### config.mk
export PLATFORM = sky130hd
export DESIGN_NAME = hazard_ctrl_unit_flat
export DESIGN_NICKNAME = d
export VERILOG_FILES = /design/src/rtl/hazard_pkg.sv /design/src/rtl/hazard_ctrl_unit_if.sv /design/src/rtl/hazard_ctrl_unit_fwd_select.sv /design/src/rtl/hazard_ctrl_unit.sv /design/src/flat_wrapper.sv
export SDC_FILE = /design/constraint.sdc
export NUM_CORES = 1
export LEC_CHECK = 0
export ABC_AREA = 1
export CELL_PAD_IN_SITES_DETAIL_PLACEMENT = 0
export CELL_PAD_IN_SITES_GLOBAL_PLACEMENT = 2
export CORE_AREA = 5 5 57 71
export CTS_CLUSTER_DIAMETER = 40
export DETAILED_ROUTE_END_ITERATION = 12
export DIE_AREA = 0 0 62 76
export DONT_BUFFER_PORTS = 1
export GPL_ROUTABILITY_DRIVEN = 0
export PLACE_DENSITY_LB_ADDON = 0.1
export SYNTH_ARGS = -nofsm -noshare
export SYNTH_HDL_FRONTEND = slang
export SYNTH_HIERARCHICAL = 1
export SYNTH_SLANG_ARGS = --single-unit
### constraint.sdc
create_clock -name clk -period 1.4 [get_ports clk]
set_input_delay 0.35 -clock clk [delete_from_list [all_inputs] [get_ports clk]]
set_output_delay 0.35 -clock clk [all_outputs]
set_load 0.02 [all_outputs]
### src/rtl/hazard_pkg.sv
// Shared types for the pipeline hazard controller: FSM states and forwarding selects.
package hazard_pkg;

    typedef enum logic [1:0] {
        RUN    = 2'd0,
        LSTALL = 2'd1,
        MCWAIT = 2'd2
    } hz_state_t;

    typedef logic [1:0] fwd_sel_t;

    localparam fwd_sel_t FWD_RF = 2'b00;
    localparam fwd_sel_t FWD_W  = 2'b01;
    localparam fwd_sel_t FWD_M  = 2'b10;

endpackage

### src/rtl/hazard_ctrl_unit_if.sv
// Bundle of pipeline-side hazard inputs and controller outputs.
// master: the pipeline stages; slave: the hazard controller.
interface hazard_ctrl_unit_if #(
    parameter int unsigned REG_AW = 5
);
    import hazard_pkg::*;

    logic [REG_AW-1:0] Rs1D, Rs2D;
    logic [REG_AW-1:0] Rs1E, Rs2E, RdE;
    logic [REG_AW-1:0] RdM, RdW;
    logic              MemReadE;
    logic              RegWriteM, RegWriteW;
    logic              PCSrcE;
    logic              McStartE;
    logic              McDone;

    logic              PCWrite, IF_IDWrite;
    logic              FlushD, FlushE;
    logic              StallE;
    logic              FlushM;
    fwd_sel_t          ForwardA, ForwardB;
    logic              Busy;

    modport master (
        output Rs1D, Rs2D, Rs1E, Rs2E, RdE, RdM, RdW,
        output MemReadE, RegWriteM, RegWriteW, PCSrcE, McStartE, McDone,
        input  PCWrite, IF_IDWrite, FlushD, FlushE, StallE, FlushM,
        input  ForwardA, ForwardB, Busy
    );

    modport slave (
        input  Rs1D, Rs2D, Rs1E, Rs2E, RdE, RdM, RdW,
        input  MemReadE, RegWriteM, RegWriteW, PCSrcE, McStartE, McDone,
        output PCWrite, IF_IDWrite, FlushD, FlushE, StallE, FlushM,
        output ForwardA, ForwardB, Busy
    );

endinterface

### src/rtl/hazard_ctrl_unit_fwd_select.sv
// Per-operand forwarding comparator. M stage wins over W; x0 never forwards.
module fwd_select
    import hazard_pkg::*;
#(
    parameter int unsigned REG_AW = 5
) (
    input  logic [REG_AW-1:0] rs_e_i,
    input  logic [REG_AW-1:0] rd_m_i,
    input  logic [REG_AW-1:0] rd_w_i,
    input  logic              reg_write_m_i,
    input  logic              reg_write_w_i,
    output fwd_sel_t          fwd_o
);

    // Priority select of the youngest in-flight producer
    always_comb begin
        fwd_o = FWD_RF;
        if (reg_write_m_i && (rd_m_i != '0) && (rd_m_i == rs_e_i)) begin
            fwd_o = FWD_M;
        end else if (reg_write_w_i && (rd_w_i != '0) && (rd_w_i == rs_e_i)) begin
            fwd_o = FWD_W;
        end
    end

endmodule

### src/rtl/hazard_ctrl_unit.sv
// Unified hazard controller: forwarding, load-use stalls, branch flush and
// multi-cycle-op stalls. Optional perf counters under macro HAZ_PERF_CNT_EN.
module hazard_ctrl_unit
    import hazard_pkg::*;
#(
    parameter int unsigned REG_AW   = 5,
    parameter int unsigned LOAD_LAT = 1,
    parameter int unsigned CNT_W    = 32
) (
    input  logic             clk,
    input  logic             reset,
    hazard_ctrl_unit_if.slave hz_if
`ifdef HAZ_PERF_CNT_EN
    ,
    output logic [CNT_W-1:0] LuseStallCnt,
    output logic [CNT_W-1:0] FlushCnt,
    output logic [CNT_W-1:0] McStallCnt
`endif
);

    localparam logic [REG_AW-1:0] RegZero = '0;
    // First bubble is spent in RUN, so LSTALL covers the remaining LOAD_LAT-1
    localparam logic [2:0]        LoadCnt = 3'(LOAD_LAT - 1);

    hz_state_t  state_q, state_d;
    logic [2:0] cnt_q, cnt_d;
    logic       luse;
    logic       pc_write, if_id_write, flush_d, flush_e, stall_e, flush_m;
    logic       luse_cyc, flush_cyc;
    fwd_sel_t   fwd_a, fwd_b;

    fwd_select #(.REG_AW(REG_AW)) u_fwd_a (
        .rs_e_i        (hz_if.Rs1E),
        .rd_m_i        (hz_if.RdM),
        .rd_w_i        (hz_if.RdW),
        .reg_write_m_i (hz_if.RegWriteM),
        .reg_write_w_i (hz_if.RegWriteW),
        .fwd_o         (fwd_a)
    );

    fwd_select #(.REG_AW(REG_AW)) u_fwd_b (
        .rs_e_i        (hz_if.Rs2E),
        .rd_m_i        (hz_if.RdM),
        .rd_w_i        (hz_if.RdW),
        .reg_write_m_i (hz_if.RegWriteM),
        .reg_write_w_i (hz_if.RegWriteW),
        .fwd_o         (fwd_b)
    );

    assign luse = hz_if.MemReadE && (hz_if.RdE != RegZero) &&
                  ((hz_if.RdE == hz_if.Rs1D) || (hz_if.RdE == hz_if.Rs2D));

    // Next-state and same-cycle pipeline controls
    always_comb begin
        state_d     = state_q;
        cnt_d       = cnt_q;
        pc_write    = 1'b1;
        if_id_write = 1'b1;
        flush_d     = 1'b0;
        flush_e     = 1'b0;
        stall_e     = 1'b0;
        flush_m     = 1'b0;
        luse_cyc    = 1'b0;
        flush_cyc   = 1'b0;
        unique case (state_q)
            RUN: begin
                if (hz_if.PCSrcE) begin
                    flush_d   = 1'b1;
                    flush_e   = 1'b1;
                    flush_cyc = 1'b1;
                end else if (hz_if.McStartE) begin
                    // A zero-latency unit finishes in the start cycle: no stall at all
                    if (!hz_if.McDone) begin
                        pc_write    = 1'b0;
                        if_id_write = 1'b0;
                        stall_e     = 1'b1;
                        flush_m     = 1'b1;
                        state_d     = MCWAIT;
                    end
                end else if (luse) begin
                    pc_write    = 1'b0;
                    if_id_write = 1'b0;
                    flush_e     = 1'b1;
                    luse_cyc    = 1'b1;
                    if (LOAD_LAT > 1) begin
                        state_d = LSTALL;
                        cnt_d   = LoadCnt;
                    end
                end
            end
            LSTALL: begin
                pc_write    = 1'b0;
                if_id_write = 1'b0;
                flush_e     = 1'b1;
                luse_cyc    = 1'b1;
                cnt_d       = cnt_q - 3'd1;
                if (cnt_q == 3'd1) begin
                    state_d = RUN;
                end
            end
            MCWAIT: begin
                if (hz_if.McDone) begin
                    state_d = RUN;
                end else begin
                    pc_write    = 1'b0;
                    if_id_write = 1'b0;
                    stall_e     = 1'b1;
                    flush_m     = 1'b1;
                end
            end
            default: begin
                state_d = RUN;
                cnt_d   = 3'd0;
            end
        endcase
    end

    // State register; reset aborts any stall straight back to RUN
    always_ff @(posedge clk or negedge reset) begin
        if (!reset) begin
            state_q <= RUN;
            cnt_q   <= 3'd0;
        end else begin
            state_q <= state_d;
            cnt_q   <= cnt_d;
        end
    end

    // Outputs forced to their idle values while reset is held
    always_comb begin
        hz_if.PCWrite    = 1'b1;
        hz_if.IF_IDWrite = 1'b1;
        hz_if.FlushD     = 1'b0;
        hz_if.FlushE     = 1'b0;
        hz_if.StallE     = 1'b0;
        hz_if.FlushM     = 1'b0;
        hz_if.ForwardA   = FWD_RF;
        hz_if.ForwardB   = FWD_RF;
        hz_if.Busy       = 1'b0;
        if (reset) begin
            hz_if.PCWrite    = pc_write;
            hz_if.IF_IDWrite = if_id_write;
            hz_if.FlushD     = flush_d;
            hz_if.FlushE     = flush_e;
            hz_if.StallE     = stall_e;
            hz_if.FlushM     = flush_m;
            hz_if.ForwardA   = fwd_a;
            hz_if.ForwardB   = fwd_b;
            hz_if.Busy       = (state_q != RUN);
        end
    end

`ifdef HAZ_PERF_CNT_EN
    logic [CNT_W-1:0] luse_cnt_q, flush_cnt_q, mc_cnt_q;

    // Saturating event counters
    always_ff @(posedge clk or negedge reset) begin
        if (!reset) begin
            luse_cnt_q  <= '0;
            flush_cnt_q <= '0;
            mc_cnt_q    <= '0;
        end else begin
            if (luse_cyc && (luse_cnt_q != '1)) begin
                luse_cnt_q <= luse_cnt_q + 1'b1;
            end
            if (flush_cyc && (flush_cnt_q != '1)) begin
                flush_cnt_q <= flush_cnt_q + 1'b1;
            end
            if ((state_q == MCWAIT) && (mc_cnt_q != '1)) begin
                mc_cnt_q <= mc_cnt_q + 1'b1;
            end
        end
    end

    assign LuseStallCnt = luse_cnt_q;
    assign FlushCnt     = flush_cnt_q;
    assign McStallCnt   = mc_cnt_q;
`else
    logic unused_perf;
    assign unused_perf = ^{luse_cyc, flush_cyc};
`endif

endmodule
### src/flat_wrapper.sv
// flat-port wrapper written by rule: the top's interface ports become plain ports
module hazard_ctrl_unit_flat import hazard_pkg::*;
#(
    parameter int unsigned REG_AW   = 5,
    parameter int unsigned LOAD_LAT = 1,
    parameter int unsigned CNT_W    = 32
)
  (clk, reset, hz_if_Rs1D, hz_if_Rs2D, hz_if_Rs1E, hz_if_Rs2E, hz_if_RdE, hz_if_RdM, hz_if_RdW, hz_if_MemReadE, hz_if_RegWriteM, hz_if_RegWriteW, hz_if_PCSrcE, hz_if_McStartE, hz_if_McDone, hz_if_PCWrite, hz_if_IF_IDWrite, hz_if_FlushD, hz_if_FlushE, hz_if_StallE, hz_if_FlushM, hz_if_ForwardA, hz_if_ForwardB, hz_if_Busy);
  hazard_ctrl_unit_if #(.REG_AW(REG_AW)) hz_if_i ();
  input  logic clk;
  input  logic reset;
  input wire logic [$bits(hz_if_i.Rs1D)-1:0] hz_if_Rs1D;
  input wire logic [$bits(hz_if_i.Rs2D)-1:0] hz_if_Rs2D;
  input wire logic [$bits(hz_if_i.Rs1E)-1:0] hz_if_Rs1E;
  input wire logic [$bits(hz_if_i.Rs2E)-1:0] hz_if_Rs2E;
  input wire logic [$bits(hz_if_i.RdE)-1:0] hz_if_RdE;
  input wire logic [$bits(hz_if_i.RdM)-1:0] hz_if_RdM;
  input wire logic [$bits(hz_if_i.RdW)-1:0] hz_if_RdW;
  input wire logic [$bits(hz_if_i.MemReadE)-1:0] hz_if_MemReadE;
  input wire logic [$bits(hz_if_i.RegWriteM)-1:0] hz_if_RegWriteM;
  input wire logic [$bits(hz_if_i.RegWriteW)-1:0] hz_if_RegWriteW;
  input wire logic [$bits(hz_if_i.PCSrcE)-1:0] hz_if_PCSrcE;
  input wire logic [$bits(hz_if_i.McStartE)-1:0] hz_if_McStartE;
  input wire logic [$bits(hz_if_i.McDone)-1:0] hz_if_McDone;
  output wire logic [$bits(hz_if_i.PCWrite)-1:0] hz_if_PCWrite;
  output wire logic [$bits(hz_if_i.IF_IDWrite)-1:0] hz_if_IF_IDWrite;
  output wire logic [$bits(hz_if_i.FlushD)-1:0] hz_if_FlushD;
  output wire logic [$bits(hz_if_i.FlushE)-1:0] hz_if_FlushE;
  output wire logic [$bits(hz_if_i.StallE)-1:0] hz_if_StallE;
  output wire logic [$bits(hz_if_i.FlushM)-1:0] hz_if_FlushM;
  output wire logic [$bits(hz_if_i.ForwardA)-1:0] hz_if_ForwardA;
  output wire logic [$bits(hz_if_i.ForwardB)-1:0] hz_if_ForwardB;
  output wire logic [$bits(hz_if_i.Busy)-1:0] hz_if_Busy;
  assign hz_if_i.Rs1D = hz_if_Rs1D;
  assign hz_if_i.Rs2D = hz_if_Rs2D;
  assign hz_if_i.Rs1E = hz_if_Rs1E;
  assign hz_if_i.Rs2E = hz_if_Rs2E;
  assign hz_if_i.RdE = hz_if_RdE;
  assign hz_if_i.RdM = hz_if_RdM;
  assign hz_if_i.RdW = hz_if_RdW;
  assign hz_if_i.MemReadE = hz_if_MemReadE;
  assign hz_if_i.RegWriteM = hz_if_RegWriteM;
  assign hz_if_i.RegWriteW = hz_if_RegWriteW;
  assign hz_if_i.PCSrcE = hz_if_PCSrcE;
  assign hz_if_i.McStartE = hz_if_McStartE;
  assign hz_if_i.McDone = hz_if_McDone;
  assign hz_if_PCWrite = hz_if_i.PCWrite;
  assign hz_if_IF_IDWrite = hz_if_i.IF_IDWrite;
  assign hz_if_FlushD = hz_if_i.FlushD;
  assign hz_if_FlushE = hz_if_i.FlushE;
  assign hz_if_StallE = hz_if_i.StallE;
  assign hz_if_FlushM = hz_if_i.FlushM;
  assign hz_if_ForwardA = hz_if_i.ForwardA;
  assign hz_if_ForwardB = hz_if_i.ForwardB;
  assign hz_if_Busy = hz_if_i.Busy;
  hazard_ctrl_unit #(.REG_AW(REG_AW), .LOAD_LAT(LOAD_LAT), .CNT_W(CNT_W)) u_core (.clk(clk), .reset(reset), .hz_if(hz_if_i));
endmodule
After elaboration in Yosys (flattened, before gate mapping)
Cells that the tools add are included.
Operators by class
  reductions and logical operators: 16
  add/subtract/negate cells: 1
  multipliers: 0
  bitwise logic cells: 0
  divide/modulo/power cells: 0
  equal/unequal tests: 14
  muxes and demuxes: 33
  shifts and indexed selects: 0
  order comparisons: 0
Operator list (count)
  $eq 5x5->1: 6
  $mux 1: 19
  $mux 2: 9
  $reduce_bool 5->1: 3
  $logic_and 1x1->1: 8
  $ne 2x2->1 const B: 4
  $pmux 2 s3: 1
  $pmux 3 s2: 1
  $reduce_and 5->1: 1
  $pmux 1 s2: 2
  $eq 3x1->1 const B: 1
  $pmux 1 s3: 1
  $sub 3x1->3 const B: 1
  $eq 2x1->1 const B: 1
  $eq 2x2->1 const B: 1
  $logic_not 2->1: 1
  $ne 2x1->1 const B: 1
  $reduce_bool 2->1: 1
  $reduce_or 2->1: 1
  $logic_or 1x1->1: 1
Word-level totals
  output and inout bits: 11
  memories kept: 0
  bits in read-only memories: 0
  bits in writable memories: 0
  word-level logic and storage cells: 66
  latch bits: 0
  bits of input ports: 43
  register bits: 5

Logic depth before layout (Yosys ltp)
Gate-level depths: netlist of the first run.
  depth after elaboration: 8
  gate-level depth with buffers: 10
  mapped depth without buffers: 9

Cells and area by module
The synthesis of the first run kept the hierarchy.
Modules (own cells, without submodules)
  fwd_select: instances 2, cells each 50, seq. area each 0.0 um^2, area each 214.0 um^2
  hazard_ctrl_unit: instances 1, cells each 78, seq. area each 25.0 um^2, area each 354.1 um^2

Worst setup path before layout of the first run
Ideal clock, no wire load.
  path kind: flip-flop to output port
  start point: reg u_core.state_q[1]
  end point: out hz_if_StallE
  arrival time: 1517 ps
  stages on the path, launching flop included: 6
  required time: 1050 ps
  buffers on the path: 1
  setup slack: -467 ps
  cell sequence: dfrtp_1 -> inv_2 -> nand2_1 -> inv_2 -> nor4_1 -> buf_4
On the way
  longest elaborated chain between the ends: 3
  elaborated cells on any way between the ends: 4
  classes of those cells: 1 x eq/ne; 2 x mux; 1 x reduce/logical
Ends and longest elaborated chain
  from (decl): line hazard_ctrl_unit.sv:25  | hz_state_t state_q, state_d;
  from (signal assigned): line hazard_ctrl_unit.sv:124  | state_q <= state_d;
  $eq 2x2->1 / $logic_not 2->1 (equally long branches)
  $pmux 1 s2 *
  $mux 1 *
  to (decl): line flat_wrapper.sv:29  | output wire logic [$bits(hz_if_i.StallE)-1:0] hz_if_StallE;
Mark *: on every way between the ends. The rest lies on a longest branch, timed or not.

Worst setup path after layout of the first run
  start point: in hz_if_Rs2E[0]
  end point: out hz_if_ForwardB[0]
On the way
  longest elaborated chain between the ends: 5
  elaborated cells on any way between the ends: 7
  classes of those cells: 2 x eq/ne; 3 x mux; 2 x reduce/logical
Ends and longest elaborated chain
  from (decl): line flat_wrapper.sv:15  | input wire logic [$bits(hz_if_i.Rs2E)-1:0] hz_if_Rs2E;
  $eq 5x5->1: line hazard_ctrl_unit_fwd_select.sv:20  | end else if (reg_write_w_i && (rd_w_i != '0) && (rd_w_i == rs_e_i)) begin
  $logic_and 1x1->1: line hazard_ctrl_unit_fwd_select.sv:20
  $mux 1: line hazard_ctrl_unit_fwd_select.sv:20
  $mux 2 *: line hazard_ctrl_unit_fwd_select.sv:18  | if (reg_write_m_i && (rd_m_i != '0) && (rd_m_i == rs_e_i)) begin
  via u_core.fwd_b[0]: line hazard_ctrl_unit.sv:30  | fwd_sel_t fwd_a, fwd_b;
  $mux 2 *: line hazard_ctrl_unit.sv:140  | if (reset) begin
  to (decl): line flat_wrapper.sv:32  | output wire logic [$bits(hz_if_i.ForwardB)-1:0] hz_if_ForwardB;
Mark *: on every way through the listed nets, which the timed path passes. The rest lies on a longest branch.

==> reports/metrics.yaml, run 1 <==
worst_hold_path:
  hp-class: "in2async"
synth:
  synth_cell_types: 21
  synth.area.top_cells: "nand2_1 34%, inv_1 16%, nor2_1 9.6%"
  syn_avg_cell_area_um2: 4.39
  syn_nets: 221
  seq_area_frac_synth: 0.0320
  synth_top_area_share: 0.341
  ys_warn_count: 6
  ys_ff_latch: 1
  yosysTopAreaCell: "nand2_1"
  synthCells: 178
  syn-cell-area_um2: 782
route:
  vias: 968
  viasPerCell: 4.44
  dr.pass1.iters: 4
  drt-initial-drc-count: 23
  antenna_left: 0
  drt-total-wl_um: 2490
  drc: 0
  wl_per_cell_um: 11.4
place:
  numPortBuffers: 0
  place_area_um2: 853
  dp_hpwl_um: 2310
  dpl_worst_slack_ps: -96.9
timing:
  finalHoldViolCount: 0
  grt_setup_unrepaired: "yes"
  period_minus_slack_ps: 1390
  period_share: 0.994
  slew_headroom: 0.853
  skew_ps: 0
  maxSlewViolCount: 0
  fin_ws_ps: 8.58
  tightest_slew_ps: 220
  fmax_mhz: 719
  setup_viol: 0
floorplanning:
  die_area_mm2: 0.00471
  pin_count: 54
  rows: 24
  dieWidth_um: 62
  dieHeight_um: 76
  core_mm2: 0.00336
  floorplan.initialDensity: 0.233
cells_and_area:
  largest_register: "u_core/state_q"
  top_regs: "u_core/state_q x1"
  final_nets: 224
  largest_reg_flops: 1
  layout-drive-gt1-share: 0.274
  syn_to_final_growth_pct: 19.5
  antennaDiodeCount: 0
  final_area_um2: 935
pwr:
  cellLeakagePower_nw: 0.571
  ir_drop_uv: 125
  cellPowerDensity_mw_per_mm2: 266
clocking:
  hold_buffers: 0
  path_clk_slew_ps: 0
  clk_latency_ps: 0
worst_setup_path:
  crit_chain: "inv_1, nand2_1, o21ai_0, nor2_2, nand3_1, nor2_1, nand2_1, inv_2"
  required_ps: 1050
  slowest_delay_ps: 130
  start_kind: "input port"
  cp_data_arrival_time_ps: 1040
  critPathMaxFanout: 3
  slowest_stage: "nor2_2"
  end_kind: "output pin"
  crit_path_frequent_cell: "nand2_1"
  critical_path_class: "in2out"
grt:
  grt_pass1_vias: 975
  grt_pass1_wl_um: 3820
  grt_max_degree: 8
  antenna_found_initial: 0
  track_usage: 0.0991
  overflow: 0
run:
  drv_cap: 0
status:
  status: "finished clean"
==> report_power, final <==
| group | switching [W] | internal [W] | leakage, nW |
|---|---|---|---|
| combinational | 0.000130 | 0.0000855 | 0.557 |
| sequential | 0.00000240 | 0.0000312 | 0.0132 |
| clock | 0 | 0 | 0 |
| total | 0.000132 | 0.000117 | 0.571 |
==> worst paths after layout <==
kind                                                from                       endpoint  slack (ps)  cells after the start
hold reg to reg            u_core/state_q[1]$_DFFE_PN0P_  u_core/state_q[1]$_DFFE_PN0P_         680                      2
setup reg to reg           u_core/state_q[1]$_DFFE_PN0P_  u_core/state_q[1]$_DFFE_PN0P_         570                      4
hold / removal                                     reset  u_core/state_q[1]$_DFFE_PN0P_          50                      0
setup / recovery                           hz_if_Rs2E[0]              hz_if_ForwardB[0]           9                      8
min in group clk                            hz_if_McDone  u_core/state_q[1]$_DFFE_PN0P_         430                      1
max in group asynchronous                          reset  u_core/state_q[1]$_DFFE_PN0P_        1280                      0
==> layout make-up <==
class                   instances  area (um2)
fillers                       416        2430
inverters                      47         180
multi-input cells             128         654
flip-flops and latches          1        25.0
well taps                      39        48.8
repair buffers                  3        26.3
==> metrics by stage <==
step | hold WS, ps | utilization | TNS, ps | std cells | power (W)
after floorplan | 54.4 | - | -73.7 | 178 | 0.000197
after global placement | 54.5 | 0.254 | -283 | 217 | 0.000224
after detailed placement | 54.5 | 0.254 | -288 | 217 | 0.000226
after CTS | 54.5 | 0.262 | -10.1 | 217 | 0.000236
after global routing | 54.5 | 0.278 | -306 | 218 | 0.000277
final | 54.5 | 0.278 | 0 | 218 | 0.000249
==> critical path, delay by kind of cell <==
| kind | cells | cell delay [ps] |
|---|---|---|
| and+or+nand+nor | 5 | 450 |
| buffers and inverters | 2 | 150 |
| AOI/OAI and AO/OA | 1 | 90 |
==> layer usage <==
layer  track usage  routed length, um  vias to the layer above
li1              -                  -                      520
met1         0.103                807                      418
met3        0.0186                269                        0
met2         0.200               1410                       30
met4             0                  0                        0
met5             0                  0                        -
==> synthesized netlist by cell type <==
library cell / instances
buf_4: 2
xor2_1: 2
nor2_2: 4
nand4_1: 1
nand2_1: 71
nor4_1: 1
nand3_1: 11
nor2_4: 1
a211oi_1: 1
a21boi_0: 2
inv_1: 34
inv_2: 12
clkinv_1: 1
a21oi_1: 2
nor3_1: 1
nand2_2: 2
dfrtp_1: 1
o21ai_1: 1
o21ai_0: 6
nor2_1: 20
xnor2_1: 2
==> repair_timing <==
action,in CTS,in global routing
gates resized for setup,14,16
pin swaps,11,16
endpoints found under the setup margin,6,7
setup buffers,0,1
==> logic make-up after synthesis <==
| kind of cell | share of synthesized area |
|---|---|
| AOI/OAI and AO/OA | 0.0864 |
| xor gates and xnor gates | 0.0448 |
| buffers and inverters | 0.245 |
| DFF | 0.0320 |
| and+or+nand+nor | 0.592 |
==> cells in the final DEF, fill, tap and decap left out, types with 2 or more instances in the layout <==
cell type	count
a21boi_2	2
buf_4	2
inv_1	27
inv_2	19
nand2_1	65
nand2_2	7
nand3_1	9
nand3_2	2
nor2_1	14
nor2_2	9
nor2_4	2
o21ai_0	5
o21ai_1	2
xnor2_1	2
xor2_1	2
(Power assumes the default switching activity.)
==> run 2: changes to the inputs <==
- CORE_AREA: 5 5 57 71 -> 5 5 56 70
- CTS_BUF_LIST: unset -> sky130_fd_sc_hd__clkbuf_8
- DIE_AREA: 0 0 62 76 -> 0 0 61 75
==> run 2 against run 1 <==
Compared with the run above:
- hold slack hardly changed
- routed wire length down 2.3%
- clock skew did not move
- die area down 2.9%
- cell count fell by 0.92%
- first-iteration DRC count grew 17%
- register-to-register slack got worse by 30 ps
- critical path depth down 1
==> reports/metrics.yaml, run 2 (synthesis gave the netlist of run 1 again) <==
status:
  status: "finished clean"
route:
  dr.pass1.iters: 4
  viasPerCell: 4.48
  drc: 0
  routed-wl-met3_um: 267
  wl_per_cell_um: 11.3
  drt-total-wl_um: 2430
  routed.top_layer: "met3"
  wl_met1_um: 801
  wl_met2_um: 1360
  drt-initial-drc-count: 27
  antenna_left: 0
  vias: 967
worst_setup_path:
  rrSetupSlack_ps: 540
  cp_num_buf_inv: 1
  required_ps: 1050
  slowest_delay_ps: 120
  cp_top_family: "simple AND/OR/NAND/NOR gates"
  crit_chain: "a21boi_2, nand2_1, nor2_1, nand3_1, nor2_1, nand2_1, inv_2"
  critPathMaxFanout: 2
  crit-reg2reg-launch: "u_core/state_q[1]$_DFFE_PN0P_"
  r2r_end: "u_core/state_q[1]$_DFFE_PN0P_"
  end_kind: "output pin"
  rr_worst_depth: 3
  start_kind: "input port"
  critical_path_class: "in2out"
  cp_data_arrival_time_ps: 1040
  slowest_stage: "a21boi_2"
timing:
  tightest_slew_ps: 250
  slew_headroom: 0.833
  skew_ps: 0
  grt_setup_unrepaired: "yes"
  maxSlewViolCount: 0
  setup_viol: 0
  hold_slack_ps: 54.4
  period_minus_slack_ps: 1390
  period_share: 0.991
  fin_ws_ps: 12.9
  finalHoldViolCount: 0
  fmax_mhz: 721
cells_and_area:
  layout-drive-gt1-share: 0.374
  antennaDiodeCount: 0
  final_nets: 224
  syn_to_final_growth_pct: 25.3
  final_cell_mix: "53 x nand2_1, 19 x nand2_2, 18 x inv_2, 18 x inv_1, 15 x nor2_1"
  top_regs: "u_core/state_q x1"
  final_common_cell: "nand2_1"
  largest_register: "u_core/state_q"
  multi_input_area_um2: 661
  ff_latch_area_um2: 25.0
  nFillCells: 395
  largest_reg_flops: 1
clocking:
  hold_buffers: 0
  path_clk_slew_ps: 0
  clk_latency_ps: 0
grt:
  grt_pass1_vias: 973
  grt_max_degree: 8
  track_usage: 0.106
  antenna_found_initial: 0
  overflow: 0
  grt_pass1_wl_um: 3840
floorplanning:
  pin_count: 54
  floorplan.initialDensity: 0.247
  rows: 23
  dieHeight_um: 75
  die_area_mm2: 0.00458
  dieWidth_um: 61
  core_mm2: 0.00317
place:
  dpl_worst_slack_ps: -87.8
  dp_hpwl_um: 2240
  numPortBuffers: 0
worst_hold_path:
  hp-class: "in2async"
pwr:
  ir_drop_uv: 133
  cellLeakagePower_nw: 0.567
  cellPowerDensity_mw_per_mm2: 266
run:
  drv_cap: 0
==> run 2: worst max-delay path by stage <==
stage	to	cells past startpoint	from	slack, ps
after global routing	hz_if_ForwardA[0]	8	hz_if_Rs1E[0]	-90
after global placement	hz_if_ForwardA[0]	8	hz_if_RdW[0]	-70
after CTS	hz_if_ForwardA[0]	8	hz_if_RdW[0]	0.2
after detailed placement	hz_if_ForwardB[0]	8	hz_if_RdW[0]	-90
after floorplan	hz_if_FlushE	5	u_core/state_q[1]$_DFFE_PN0P_	-30
final	hz_if_ForwardB[0]	7	hz_if_RegWriteW	10
==> run 2: layout make-up <==
type	count	area share
Multi-Input combinational cell	128	0.674
Inverter	47	0.222
Tap cell	37	0.0473
Timing Repair Buffer	3	0.0307
Sequential cell	1	0.0255
==> run 2: report_power, final <==
| part | switching, W | internal, W | leakage [nW] |
|---|---|---|---|
| logic | 0.000131 | 0.0000959 | 0.554 |
| clock network | 0 | 0 | 0 |
| registers | 0.00000251 | 0.0000312 | 0.0132 |
| total | 0.000134 | 0.000127 | 0.567 |
==> run 2: what timing repair did <==
item                                    in CTS  in global routing
hold endpoints to repair                     0                  0
pin swaps                                    2                 50
endpoints found under the setup margin       4                  7
resized for setup                            6                 60
setup buffers                                0                  1
==> run 2: worst reg2reg max path, stage by stage (launching register included) <==
cell and delay, ps:
dfrtp_1 400, nor2_4 170, buf_6 120, nor3_1 40
==> run 2: metal layers <==
| metal | vias to the layer above | track usage |
|---|---|---|
| li1 | 525 | - |
| met1 | 410 | 0.106 |
| met2 | 32 | 0.226 |
| met3 | 0 | 0.0223 |
| met4 | 0 | 0 |
| met5 | - | 0 |
==> run 2: through the flow <==
stage                      util  cell area (um2)  cells  total power [W]  setup TNS [ps]
after detailed placement  0.269              851    215         0.000224            -212
final                     0.309              980    216         0.000261               0
after floorplan               -              808    178         0.000197           -73.7
after global placement    0.269              851    215         0.000223            -186
after CTS                 0.269              851    215         0.000226               0
after global routing      0.309              980    216         0.000294            -328
==> run 3: changes to the inputs <==
- CORE_AREA: 5 5 56 70 -> 5 5 61 63
- DIE_AREA: 0 0 61 75 -> 0 0 66 68
==> run 3 against run 2 <==
Compared with the run above:
- the run now ends with negative setup slack left
- sequential power about the same
- core utilization fell by 0.49 points
- power fell by 0.81%
- cell count grew 6.0%
- clock skew is the same
- worst setup slack worse by 31 ps
- die area shrank 1.9%
- via count is 1.7% higher
- fmax is 2.2% lower
- critical path type unchanged
- largest power group unchanged
- highest routed layer is now met4
==> reports/metrics.yaml, run 3 (synthesis gave the netlist of run 1 again) <==
timing:
  maxSlewViolCount: 0
  fin_ws_ps: -17.9
  grt_setup_unrepaired: "yes"
  skew_ps: 0
  period_share: 1.01
  fmax_mhz: 705
  finalHoldViolCount: 0
  slew_headroom: 0.849
  tightest_slew_ps: 225
  setup_viol: 1
  period_minus_slack_ps: 1420
grt:
  use_met1: 0.120
  track_usage: 0.102
  top_usage_layer: "met2"
  grt_max_degree: 8
  grt_pass1_wl_um: 3770
  overflow: 0
  grtUsageMet3: 0.0361
  grt_use_met2: 0.184
  grt_pass1_vias: 921
  antenna_found_initial: 0
worst_setup_path:
  rrSetupSlack_ps: 580
  rr_worst_depth: 4
  cp_data_arrival_time_ps: 1070
  end_kind: "output pin"
  start_kind: "input port"
  required_ps: 1050
  critPathMaxFanout: 3
  critical_path_class: "in2out"
status:
  status: "finished with violations"
  violations: "negative setup slack"
route:
  antenna_left: 0
  viasPerCell: 4.29
  wl_per_cell_um: 10.8
  drc: 0
  dr.pass1.iters: 4
  drt-total-wl_um: 2480
  vias: 983
  drt-initial-drc-count: 22
floorplanning:
  dieWidth_um: 66
  rows: 21
  dieHeight_um: 68
  floorplan.initialDensity: 0.246
  die_area_mm2: 0.00449
  core_mm2: 0.00318
  pin_count: 54
cells_and_area:
  final_common_cell: "nand2_1"
  final_cell_mix: "64 x nand2_1, 26 x inv_1, 17 x inv_2"
  syn_to_final_growth_pct: 23.8
  largest_register: "u_core/state_q"
  largest_reg_flops: 1
  final_nets: 228
  antennaDiodeCount: 0
  top_regs: "u_core/state_q x1"
  layout-drive-gt1-share: 0.279
  final_area_um2: 968
  nFillCells: 392
clocking:
  clk_latency_ps: 0
  hold_buffers: 0
  path_clk_slew_ps: 0
pwr:
  totalPowerFinal_w: 0.000259
  cellPowerDensity_mw_per_mm2: 267
  ir_drop_uv: 53.4
  cellLeakagePower_nw: 0.580
run:
  drv_cap: 0
place:
  numPortBuffers: 0
  dp_hpwl_um: 2260
  place_area_um2: 885
worst_hold_path:
  hp-class: "in2async"
## run 3: cell types whose count changed in the layout (fill, tap and decap cells not counted), moves of 2 or more
cell and change:
nand2_2 -11, a21boi_1 +2, inv_8 -2, o21ai_0 +2, o21ai_1 -3, buf_4 +5, inv_4 -6, a21boi_2 -2
nand2_1 +11, inv_1 +8
## run 3: power breakdown
group,leakage (nW),internal (W),switching [W]
Clock,0,0,0
Combinational,0.567,0.0000926,0.000133
Sequential,0.0132,0.0000312,0.00000247
## run 3: path summary, 6_finish.rpt
check                                                    from                       endpoint
worst max-delay path                            hz_if_Rs1E[4]              hz_if_ForwardA[0]
worst min-delay path                                    reset  u_core/state_q[1]$_DFFE_PN0P_
worst max register to register  u_core/state_q[1]$_DFFE_PN0P_  u_core/state_q[1]$_DFFE_PN0P_
worst min register to register  u_core/state_q[1]$_DFFE_PN0P_  u_core/state_q[1]$_DFFE_PN0P_
max in group asynchronous                               reset  u_core/state_q[1]$_DFFE_PN0P_
min in group clk                                 hz_if_McDone  u_core/state_q[1]$_DFFE_PN0P_
## run 3: layout make-up
| cell class | instances | area [um2] | area share |
|---|---|---|---|
| well taps | 46 | 57.6 | 0.0594 |
| repair buffers | 7 | 56.3 | 0.0581 |
| flip-flops and latches | 1 | 25.0 | 0.0258 |
| inverters | 47 | 186 | 0.193 |
| multi-input cells | 128 | 643 | 0.664 |
## run 3: timing repair
item	CTS	global route
setup endpoints to repair	6	9
endpoints found under the hold margin	0	0
pin swaps	0	18
gates resized for setup	7	21
buffers inserted	0	2
## run 3: critical path: stages
cell,delay [ps]
clkinvlp_4,60
buf_4,140
buf_4,120
nand2_1,60
nand3_1,70
nor2_1,100
nand2_1,70
inv_2,100
## run 3: metal layers
layer / wire length, um / vias up
li1: - / 528
met5: 0 / -
met1: 975 / 421
met3: 275 / 2
met4: 15 / 0
met2: 1220 / 32
## run 3: metrics by stage
step / hold WS [ps] / utilization / setup slack, ps / instances / TNS (ps)
2_1_floorplan: 54.4 / - / -30.7 / 178 / -73.7
3_3_place_gp: 54.6 / 0.278 / -68.6 / 227 / -223
3_5_place_dp: 54.6 / 0.278 / -53.0 / 227 / -195
4_1_cts: 54.6 / 0.282 / -31.7 / 227 / -44.6
5_1_grt: 54.5 / 0.305 / -133 / 229 / -549
6_report: 54.4 / 0.305 / -17.9 / 229 / -17.9
